File: config.mk
export PLATFORM = sky130hd
export DESIGN_NAME = rggen_host_if_apb_flat
export DESIGN_NICKNAME = d
export VERILOG_FILES = /design/src/rtl/rggen_host_if_apb_if.sv /design/src/rtl/rggen_host_if_apb.sv /design/src/flat_wrapper.sv
export SDC_FILE = /design/constraint.sdc
export NUM_CORES = 1
export LEC_CHECK = 0
export CAP_MARGIN = 20
export CELL_PAD_IN_SITES_DETAIL_PLACEMENT = 0
export CELL_PAD_IN_SITES_GLOBAL_PLACEMENT = 1
export CORE_MARGIN = 2
export CORE_UTILIZATION = 28
export DETAILED_ROUTE_END_ITERATION = 6
export PLACE_DENSITY = 0.81
export SYNTH_ARGS = -nofsm -noshare
export SYNTH_HDL_FRONTEND = slang
export SYNTH_SLANG_ARGS = --single-unit
File: constraint.sdc
create_clock -name clk -period 4.5 [get_ports clk]
set_clock_uncertainty 0.05 [all_clocks]
set_input_delay 0.675 -clock clk [delete_from_list [all_inputs] [get_ports clk]]
set_output_delay 0.675 -clock clk [all_outputs]
set_load 0.01 [all_outputs]
File: src/rtl/rggen_host_if_apb_if.sv
// Bus bundle between the APB master / register block array and the APB host front-end.
// Signals keep the front-end's point of view: i_* flow into it, o_* flow out of it.
//   slave  : view taken by rggen_host_if_apb
//   master : view taken by whatever drives APB and returns register responses
interface rggen_host_if_apb_if #(
   parameter int unsigned ADDRESS_WIDTH = 16,
   parameter int unsigned DATA_WIDTH    = 32
);
   localparam int unsigned STRB_WIDTH = DATA_WIDTH / 8;

   // APB3 side
   logic                     i_psel;
   logic                     i_penable;
   logic [ADDRESS_WIDTH-1:0] i_paddr;
   logic                     i_pwrite;
   logic [DATA_WIDTH-1:0]    i_pwdata;
   logic [STRB_WIDTH-1:0]    i_pstrb;
   logic                     o_pready;
   logic [DATA_WIDTH-1:0]    o_prdata;
   logic                     o_pslverr;

   // Register request / response side
   logic                     o_req_valid;
   logic                     o_req_write;
   logic [ADDRESS_WIDTH-1:0] o_req_addr;
   logic [DATA_WIDTH-1:0]    o_req_wdata;
   logic [DATA_WIDTH-1:0]    o_req_wmask;
   logic                     i_resp_valid;
   logic                     i_resp_error;
   logic [DATA_WIDTH-1:0]    i_resp_rdata;

   modport slave (
      input  i_psel, i_penable, i_paddr, i_pwrite, i_pwdata, i_pstrb,
      output o_pready, o_prdata, o_pslverr,
      output o_req_valid, o_req_write, o_req_addr, o_req_wdata, o_req_wmask,
      input  i_resp_valid, i_resp_error, i_resp_rdata
   );

   modport master (
      output i_psel, i_penable, i_paddr, i_pwrite, i_pwdata, i_pstrb,
      input  o_pready, o_prdata, o_pslverr,
      input  o_req_valid, o_req_write, o_req_addr, o_req_wdata, o_req_wmask,
      output i_resp_valid, i_resp_error, i_resp_rdata
   );
endinterface

File: src/rtl/rggen_host_if_apb.sv
// APB3 slave front-end for the generated register blocks. Each APB transfer becomes one
// register request; the block's response (or a timeout / misalignment error) is returned
// on the APB bus with a single-cycle pready.
// Ports:
//   clk  : clock
//   rst  : synchronous active-high reset
//   bus  : rggen_host_if_apb_if.slave (APB3 signals plus register request/response)
module rggen_host_if_apb #(
   parameter int unsigned ADDRESS_WIDTH  = 16,
   parameter int unsigned DATA_WIDTH     = 32,
   parameter int unsigned TIMEOUT_CYCLES = 255
) (
   input  logic                       clk,
   input  logic                       rst,
   rggen_host_if_apb_if.slave         bus
);
   localparam int unsigned STRB_WIDTH   = DATA_WIDTH / 8;
   localparam int unsigned CNT_WIDTH    = (TIMEOUT_CYCLES > 1) ? $clog2(TIMEOUT_CYCLES) : 1;
   localparam int unsigned TIMEOUT_LAST = (TIMEOUT_CYCLES == 0) ? 0 : TIMEOUT_CYCLES - 1;
   localparam logic [ADDRESS_WIDTH-1:0] ALIGN_MASK = ADDRESS_WIDTH'(STRB_WIDTH - 1);

   typedef enum logic [1:0] {
      IDLE = 2'd0,
      REQ  = 2'd1,
      DONE = 2'd2
   } state_e;

   state_e                   state_q,     state_d;
   logic [CNT_WIDTH-1:0]     cnt_q,       cnt_d;
   logic                     req_valid_q, req_valid_d;
   logic                     req_write_q, req_write_d;
   logic [ADDRESS_WIDTH-1:0] req_addr_q,  req_addr_d;
   logic [DATA_WIDTH-1:0]    req_wdata_q, req_wdata_d;
   logic [DATA_WIDTH-1:0]    req_wmask_q, req_wmask_d;
   logic                     pready_q,    pready_d;
   logic [DATA_WIDTH-1:0]    prdata_q,    prdata_d;
   logic                     pslverr_q,   pslverr_d;

   logic                     setup;
   logic                     misaligned;
   logic                     timeout_hit;
   logic [DATA_WIDTH-1:0]    wmask_exp;

   // Byte strobes expanded to a bit mask; reads never write anything
   always_comb begin
      wmask_exp = '0;
      for (int k = 0; k < int'(STRB_WIDTH); k++) begin
         wmask_exp[8*k +: 8] = {8{bus.i_pwrite & bus.i_pstrb[k]}};
      end
   end

   assign setup       = bus.i_psel && !bus.i_penable;
   assign misaligned  = |(bus.i_paddr & ALIGN_MASK);
   assign timeout_hit = (TIMEOUT_CYCLES != 0) && (cnt_q == CNT_WIDTH'(TIMEOUT_LAST));

   // Next-state and next-output logic; APB result fields are non-zero only in DONE
   always_comb begin
      state_d     = state_q;
      cnt_d       = cnt_q;
      req_valid_d = req_valid_q;
      req_write_d = req_write_q;
      req_addr_d  = req_addr_q;
      req_wdata_d = req_wdata_q;
      req_wmask_d = req_wmask_q;
      pready_d    = 1'b0;
      prdata_d    = '0;
      pslverr_d   = 1'b0;

      case (state_q)
         IDLE: begin
            if (setup) begin
               req_write_d = bus.i_pwrite;
               req_addr_d  = bus.i_paddr;
               req_wdata_d = bus.i_pwdata;
               req_wmask_d = wmask_exp;
               cnt_d       = '0;
               if (misaligned) begin
                  state_d   = DONE;
                  pready_d  = 1'b1;
                  pslverr_d = 1'b1;
               end else begin
                  state_d     = REQ;
                  req_valid_d = 1'b1;
               end
            end
         end
         REQ: begin
            // A response in the final timeout cycle takes priority over the timeout
            if (bus.i_resp_valid) begin
               state_d     = DONE;
               req_valid_d = 1'b0;
               pready_d    = 1'b1;
               pslverr_d   = bus.i_resp_error;
               prdata_d    = req_write_q ? '0 : bus.i_resp_rdata;
            end else if (timeout_hit) begin
               state_d     = DONE;
               req_valid_d = 1'b0;
               pready_d    = 1'b1;
               pslverr_d   = 1'b1;
            end else begin
               cnt_d = cnt_q + CNT_WIDTH'(1);
            end
         end
         DONE: begin
            state_d = IDLE;
         end
         default: begin
            state_d     = IDLE;
            req_valid_d = 1'b0;
         end
      endcase
   end

   // State and output registers
   always_ff @(posedge clk) begin
      if (rst) begin
         state_q     <= IDLE;
         cnt_q       <= '0;
         req_valid_q <= 1'b0;
         req_write_q <= 1'b0;
         req_addr_q  <= '0;
         req_wdata_q <= '0;
         req_wmask_q <= '0;
         pready_q    <= 1'b0;
         prdata_q    <= '0;
         pslverr_q   <= 1'b0;
      end else begin
         state_q     <= state_d;
         cnt_q       <= cnt_d;
         req_valid_q <= req_valid_d;
         req_write_q <= req_write_d;
         req_addr_q  <= req_addr_d;
         req_wdata_q <= req_wdata_d;
         req_wmask_q <= req_wmask_d;
         pready_q    <= pready_d;
         prdata_q    <= prdata_d;
         pslverr_q   <= pslverr_d;
      end
   end

   assign bus.o_pready    = pready_q;
   assign bus.o_prdata    = prdata_q;
   assign bus.o_pslverr   = pslverr_q;
   assign bus.o_req_valid = req_valid_q;
   assign bus.o_req_write = req_write_q;
   assign bus.o_req_addr  = req_addr_q;
   assign bus.o_req_wdata = req_wdata_q;
   assign bus.o_req_wmask = req_wmask_q;
endmodule

File: src/flat_wrapper.sv
// flat-port wrapper written by rule: the top's interface ports become plain ports
module rggen_host_if_apb_flat 
#(
   parameter int unsigned ADDRESS_WIDTH  = 16,
   parameter int unsigned DATA_WIDTH     = 32,
   parameter int unsigned TIMEOUT_CYCLES = 255
)
  (clk, rst, bus_i_psel, bus_i_penable, bus_i_paddr, bus_i_pwrite, bus_i_pwdata, bus_i_pstrb, bus_o_pready, bus_o_prdata, bus_o_pslverr, bus_o_req_valid, bus_o_req_write, bus_o_req_addr, bus_o_req_wdata, bus_o_req_wmask, bus_i_resp_valid, bus_i_resp_error, bus_i_resp_rdata);
  rggen_host_if_apb_if #(.ADDRESS_WIDTH(ADDRESS_WIDTH), .DATA_WIDTH(DATA_WIDTH)) bus_i ();
  input  logic clk;
  input  logic rst;
  input wire logic [$bits(bus_i.i_psel)-1:0] bus_i_psel;
  input wire logic [$bits(bus_i.i_penable)-1:0] bus_i_penable;
  input wire logic [$bits(bus_i.i_paddr)-1:0] bus_i_paddr;
  input wire logic [$bits(bus_i.i_pwrite)-1:0] bus_i_pwrite;
  input wire logic [$bits(bus_i.i_pwdata)-1:0] bus_i_pwdata;
  input wire logic [$bits(bus_i.i_pstrb)-1:0] bus_i_pstrb;
  output wire logic [$bits(bus_i.o_pready)-1:0] bus_o_pready;
  output wire logic [$bits(bus_i.o_prdata)-1:0] bus_o_prdata;
  output wire logic [$bits(bus_i.o_pslverr)-1:0] bus_o_pslverr;
  output wire logic [$bits(bus_i.o_req_valid)-1:0] bus_o_req_valid;
  output wire logic [$bits(bus_i.o_req_write)-1:0] bus_o_req_write;
  output wire logic [$bits(bus_i.o_req_addr)-1:0] bus_o_req_addr;
  output wire logic [$bits(bus_i.o_req_wdata)-1:0] bus_o_req_wdata;
  output wire logic [$bits(bus_i.o_req_wmask)-1:0] bus_o_req_wmask;
  input wire logic [$bits(bus_i.i_resp_valid)-1:0] bus_i_resp_valid;
  input wire logic [$bits(bus_i.i_resp_error)-1:0] bus_i_resp_error;
  input wire logic [$bits(bus_i.i_resp_rdata)-1:0] bus_i_resp_rdata;
  assign bus_i.i_psel = bus_i_psel;
  assign bus_i.i_penable = bus_i_penable;
  assign bus_i.i_paddr = bus_i_paddr;
  assign bus_i.i_pwrite = bus_i_pwrite;
  assign bus_i.i_pwdata = bus_i_pwdata;
  assign bus_i.i_pstrb = bus_i_pstrb;
  assign bus_o_pready = bus_i.o_pready;
  assign bus_o_prdata = bus_i.o_prdata;
  assign bus_o_pslverr = bus_i.o_pslverr;
  assign bus_o_req_valid = bus_i.o_req_valid;
  assign bus_o_req_write = bus_i.o_req_write;
  assign bus_o_req_addr = bus_i.o_req_addr;
  assign bus_o_req_wdata = bus_i.o_req_wdata;
  assign bus_o_req_wmask = bus_i.o_req_wmask;
  assign bus_i.i_resp_valid = bus_i_resp_valid;
  assign bus_i.i_resp_error = bus_i_resp_error;
  assign bus_i.i_resp_rdata = bus_i_resp_rdata;
  rggen_host_if_apb #(.ADDRESS_WIDTH(ADDRESS_WIDTH), .DATA_WIDTH(DATA_WIDTH), .TIMEOUT_CYCLES(TIMEOUT_CYCLES)) u_core (.clk(clk), .rst(rst), .bus(bus_i));
endmodule
Yosys cells after proc, flatten, opt, wreduce, memory -nomap -nowiden
Index checks and enable logic that the tools add are counted.

Bits in registers: 119. Output and inout port bits: 116. Bits of input ports: 91.

Equality and inequality tests: 8. Bitwise operators: 7. Mux-type cells: 21. Add/subtract/negate cells: 1. Reduce and logical (&&, ||, !) cells: 10.

Operators with widths (count): $mux 8 (3); $pmux 8 s2 (1); $mux 1 (9); $add 8x1->8 const B (1); $eq 8x8->1 const B (1); $mux 2 (4); $reduce_and 4->1 (2); $ne 2x2->1 const B (3); $and 1x1->1 (4); $pmux 1 s2 (2); $pmux 2 s2 (1); $reduce_and 2->1 (2); $reduce_or 4->1 (1); $ne 3x2->1 const B (1); $not 1->1 (3); $pmux 1 s3 (1); $eq 2x1->1 const B (1); $eq 2x2->1 const B (1); $logic_not 2->1 (1); $ne 2x1->1 const B (1); $reduce_bool 2->1 (1); $reduce_or 2->1 (1); $logic_and 1x1->1 (1); $logic_not 1->1 (1).

Depth between registers and ports, before layout
Depth after elaboration: 4. Gate-level depth with buffers: 6.

Least setup slack after synthesis
No wires, ideal clock.

Path type: in2reg. Start point: in bus_i_penable. End point: reg u_core.cnt_q[4]. Buffers on the path: 1. Stages on the path: 5. Arrival time: 1.842 ns. Path slack: 2.491 ns. Required time: 4.333 ns. Cells stage by stage: or4b_1 -> buf_2 -> a22oi_2 -> o21ai_0 -> a32o_1.

Longest elaborated chain between the ends: 4.

Ends and longest elaborated chain: from (decl) (line flat_wrapper.sv:13) `input wire logic [$bits(bus_i.i_penable)-1:0] bus_i_penable;`; $logic_not 1->1 (line rggen_host_if_apb.sv:52) `assign setup = bus.i_psel && !bus.i_penable;`; $logic_and 1x1->1 (line rggen_host_if_apb.sv:52); $ne 2x1->1 (no line); $reduce_and 4->1 (no line); to (signal assigned) (line rggen_host_if_apb.sv:129) `cnt_q <= cnt_d;`; to (decl) (line rggen_host_if_apb.sv:29) `logic [CNT_WIDTH-1:0] cnt_q, cnt_d;`.

No other way between the ends. A chain may end at the register's enable or synchronous reset.

Worst setup path after layout
Start point: in bus_i_psel. End point: reg u_core.cnt_q[1].

Longest elaborated chain between the ends: 3.

Ends and longest elaborated chain: from (decl) (line flat_wrapper.sv:12) `input wire logic [$bits(bus_i.i_psel)-1:0] bus_i_psel;`; $logic_and 1x1->1 (line rggen_host_if_apb.sv:52); $ne 2x1->1 (no line); $reduce_and 4->1 (no line).

No other way between the ends.

==> results.cfg <==
[run_status]
status = finished clean

[die]
fp.dieArea_um2 = 13520
num_rows = 41
die_y_um = 116.3
die_x_um = 116.3
pin_count = 207
core_region_area_um2 = 12470
start_util_pct = 28.32

[clock_tree]
cts_max_level = 3
ctsRootBufferMaster = clkbuf_16
cts_setup_buffers = 0
cts_resized = 0
clock_sinks = 98
cts_tree = done
cts_buffers = 9
clk_latency_ns = 0.34
cts.reportedPaths.clkPinSlew_ns = 0.06
clockBufferDepth = 2
cts_hold_buffers = 0

[power]
p_sw_mw = 0.4341
p_total_mw = 2.010
power_density_nw_per_um2 = 341.1
clkPwrFrac_pct = 43.5
pwr-share-comb_pct = 11.4
p_sw_share_pct = 21.60
internal_power_mw = 1.576
share_seq_of_total_power_pct = 45.1
ir_worst_vdd_uv = 197.5
leakage_nw = 2.137

[yosys]
yosysUniqueCellTypes = 35
yosysTopAreaCell = dfxtp_1
avgSynthCellArea_um2 = 8.849
synth_top_area_share_pct = 55.56
ys_ff_latch = 98
synth_edf_count = 0
async_flop_share_pct = 0
syn-cell-area_um2 = 3531
synth_area_leaders = dfxtp_1 56%, nand2_1 11%, a21oi_1 8.5%, buf_4 6.0%, and2_1 5.7%
synthTopCellsByCount = 107 x nand2_1, 98 x dfxtp_1, 60 x a21oi_1
ys_seq_area_share_pct = 55.56
synth_warnings = 0
synth.most_common_cell = nand2_1
synthCells = 399
synth_flop_cell = dfxtp_1
synth_nets = 492

[worst_setup_path]
end_kind = flop
reg2reg_slack_ns = 2.32
crit_end = u_core.cnt_q[1]$_SDFFE_PP0P_
arrival_ns = 2.76
timing.rr.start = u_core.state_q[0]$_SDFFE_PP0P_
reg2reg_to = u_core.cnt_q[1]$_SDFFE_PP0P_
crit_required_ns = 4.72
cp-startpoint = bus_i_psel
r2r_cells = 4
crit_path_start_kind = primary input
crit_type = primary input to flop
crit_fanout = 14

[detailed_routing]
ant_nets = 0
post_drt_wl_per_cell_um = 13.12
vias = 3284
drc_errors = 0
avgViaCountPerCell = 4.402
dr.first_iter.drc_count = 158
drt_wl_total_um = 9787
dr.pass1.iters = 4

[placed_design]
dpl.hpwl_um = 7213
place_ws_ns = 1.617
routabilityCongestion = 0.7476
portBuffers = 206

[sta]
max_slew_margin_pct = 61.39
hold_viol_final = 0
setup_viol = 0
setup_tns_ns = 0
fin_ws_ns = 1.961
tightest_slew_ns = 0.5791
rsz0062_at_grt = false
period_share_pct = 56.42
period_minus_slack_ns = 2.539
fmax_mhz = 393.9
slew_violations = 0

[global_routing]
grt_overflow = 0
antenna_found_initial = 0
grt_use_total_pct = 14.39
grt_pass1_wl_um = 15060
first_global_vias = 3137
grt_max_degree = 57

[layout]
drive_gt1_share_pct = 4.704
nets = 662
n_antenna_cell = 0
syn2layout_area_growth_pct = 66.90
nFillCells = 1210

[job]
cap_violations = 0

[hold_path]
hold_path_class = flop to flop
==> layout make-up <==
type                    instances  area (um^2)  area share [%]
multi-input cells             247         1264           21.44
inverters                       3        11.26          0.1911
clock inverters                 7        116.4           1.975
well taps                     172        215.2           3.652
flip-flops and latches         98         1962           33.29
repair buffers                210         2100           35.63
clock buffers                   9        225.2           3.822
==> worst min-delay path by stage <==
stage / from / endpoint / slack (ns) / cells past startpoint
after global placement: u_core.bus.o_req_wdata[14]$_SDFFE_PP0P_ / u_core.bus.o_req_wdata[14]$_SDFFE_PP0P_ / 0.39 / 2
after CTS: u_core.bus.o_req_wdata[10]$_SDFFE_PP0P_ / u_core.bus.o_req_wdata[10]$_SDFFE_PP0P_ / 0.41 / 2
final: u_core.bus.o_req_wdata[10]$_SDFFE_PP0P_ / u_core.bus.o_req_wdata[10]$_SDFFE_PP0P_ / 0.40 / 2
after floorplan: u_core.cnt_q[6]$_SDFFE_PP0P_ / u_core.cnt_q[6]$_SDFFE_PP0P_ / 0.40 / 2
after detailed placement: u_core.bus.o_req_wdata[10]$_SDFFE_PP0P_ / u_core.bus.o_req_wdata[10]$_SDFFE_PP0P_ / 0.40 / 2
after global routing: u_core.bus.o_req_addr[1]$_SDFFE_PP0P_ / u_core.bus.o_req_addr[1]$_SDFFE_PP0P_ / 0.43 / 2
==> power groups by stage <==
| stage | Clock (mW) | Sequential (mW) | Combinational (mW) |
|---|---|---|---|
| finish | 0.874 | 0.907 | 0.230 |
| global route | 0.930 | 0.910 | 0.250 |
| CTS | 0.902 | 0.907 | 0.234 |
| detailed placement | 0 | 0.927 | 0.233 |
| global placement | 0 | 0.926 | 0.229 |
| floorplan | 0 | 0.937 | 0.0714 |
==> metrics by stage <==
| step | cells | utilization, % | hold WS [ns] | cell area [um^2] |
|---|---|---|---|---|
| 2_1_floorplan | 399 | - | 0.4040 | 3531 |
| 3_3_place_gp | 729 | 44.37 | 0.3913 | 5532 |
| 3_5_place_dp | 730 | 44.53 | 0.3966 | 5552 |
| 4_1_cts | 746 | 47.27 | 0.4056 | 5893 |
| 5_1_grt | 746 | 47.27 | 0.4288 | 5893 |
| 6_report | 746 | 47.27 | 0.4039 | 5893 |
==> cells by family after synthesis <==
group,synth area share [%]
compound gates,12.37
flops,55.56
simple gates,22.40
fa+ha+maj,0.7086
buf+inv,8.965
==> cell usage in the layout (no fill, tap or decap), types with 2 or more instances in the layout <==
cell	instances
a21oi_1	60
a32o_1	2
and2_1	32
and3_1	3
and4_1	2
buf_4	3
bufinv_16	3
clkbuf_16	9
clkdlybuf4s50_1	205
clkinv_2	2
dfxtp_1	98
ha_1	2
inv_1	3
nand2_1	107
nand2b_1	2
nand3_1	5
nor2_1	6
nor3b_1	2
nor4b_1	2
o21ai_0	4
or3_1	2
or3b_1	3
==> routing by layer <==
layer,track usage (%),share of wire (%),vias up
li1,-,-,1613
met1,15.20,38,1498
met2,24.30,47,157
met3,6.591,12,16
met4,7.063,2.1,0
met5,0,0,-
==> worst max-delay path: stages <==
cell	delay, ns
clkdlybuf4s50_1	0.47
or4b_2	0.82
a22o_4	0.34
or3_1	0.32
a21oi_1	0.14
==> sequential cells by signal, summed over array words and instances (netlist names) <==
| signal | count |
|---|---|
| u_core.bus.o_prdata | 32 |
| u_core.bus.o_req_wdata | 32 |
| u_core.bus.o_req_addr | 16 |
| u_core.cnt_q | 8 |
| u_core.bus.o_req_wmask | 4 |
| u_core.state_q | 2 |
| u_core.bus.o_pready | 1 |
| u_core.bus.o_pslverr | 1 |
| u_core.bus.o_req_valid | 1 |
| u_core.bus.o_req_write | 1 |
Note: power is estimated with default switching activity, not from simulation.
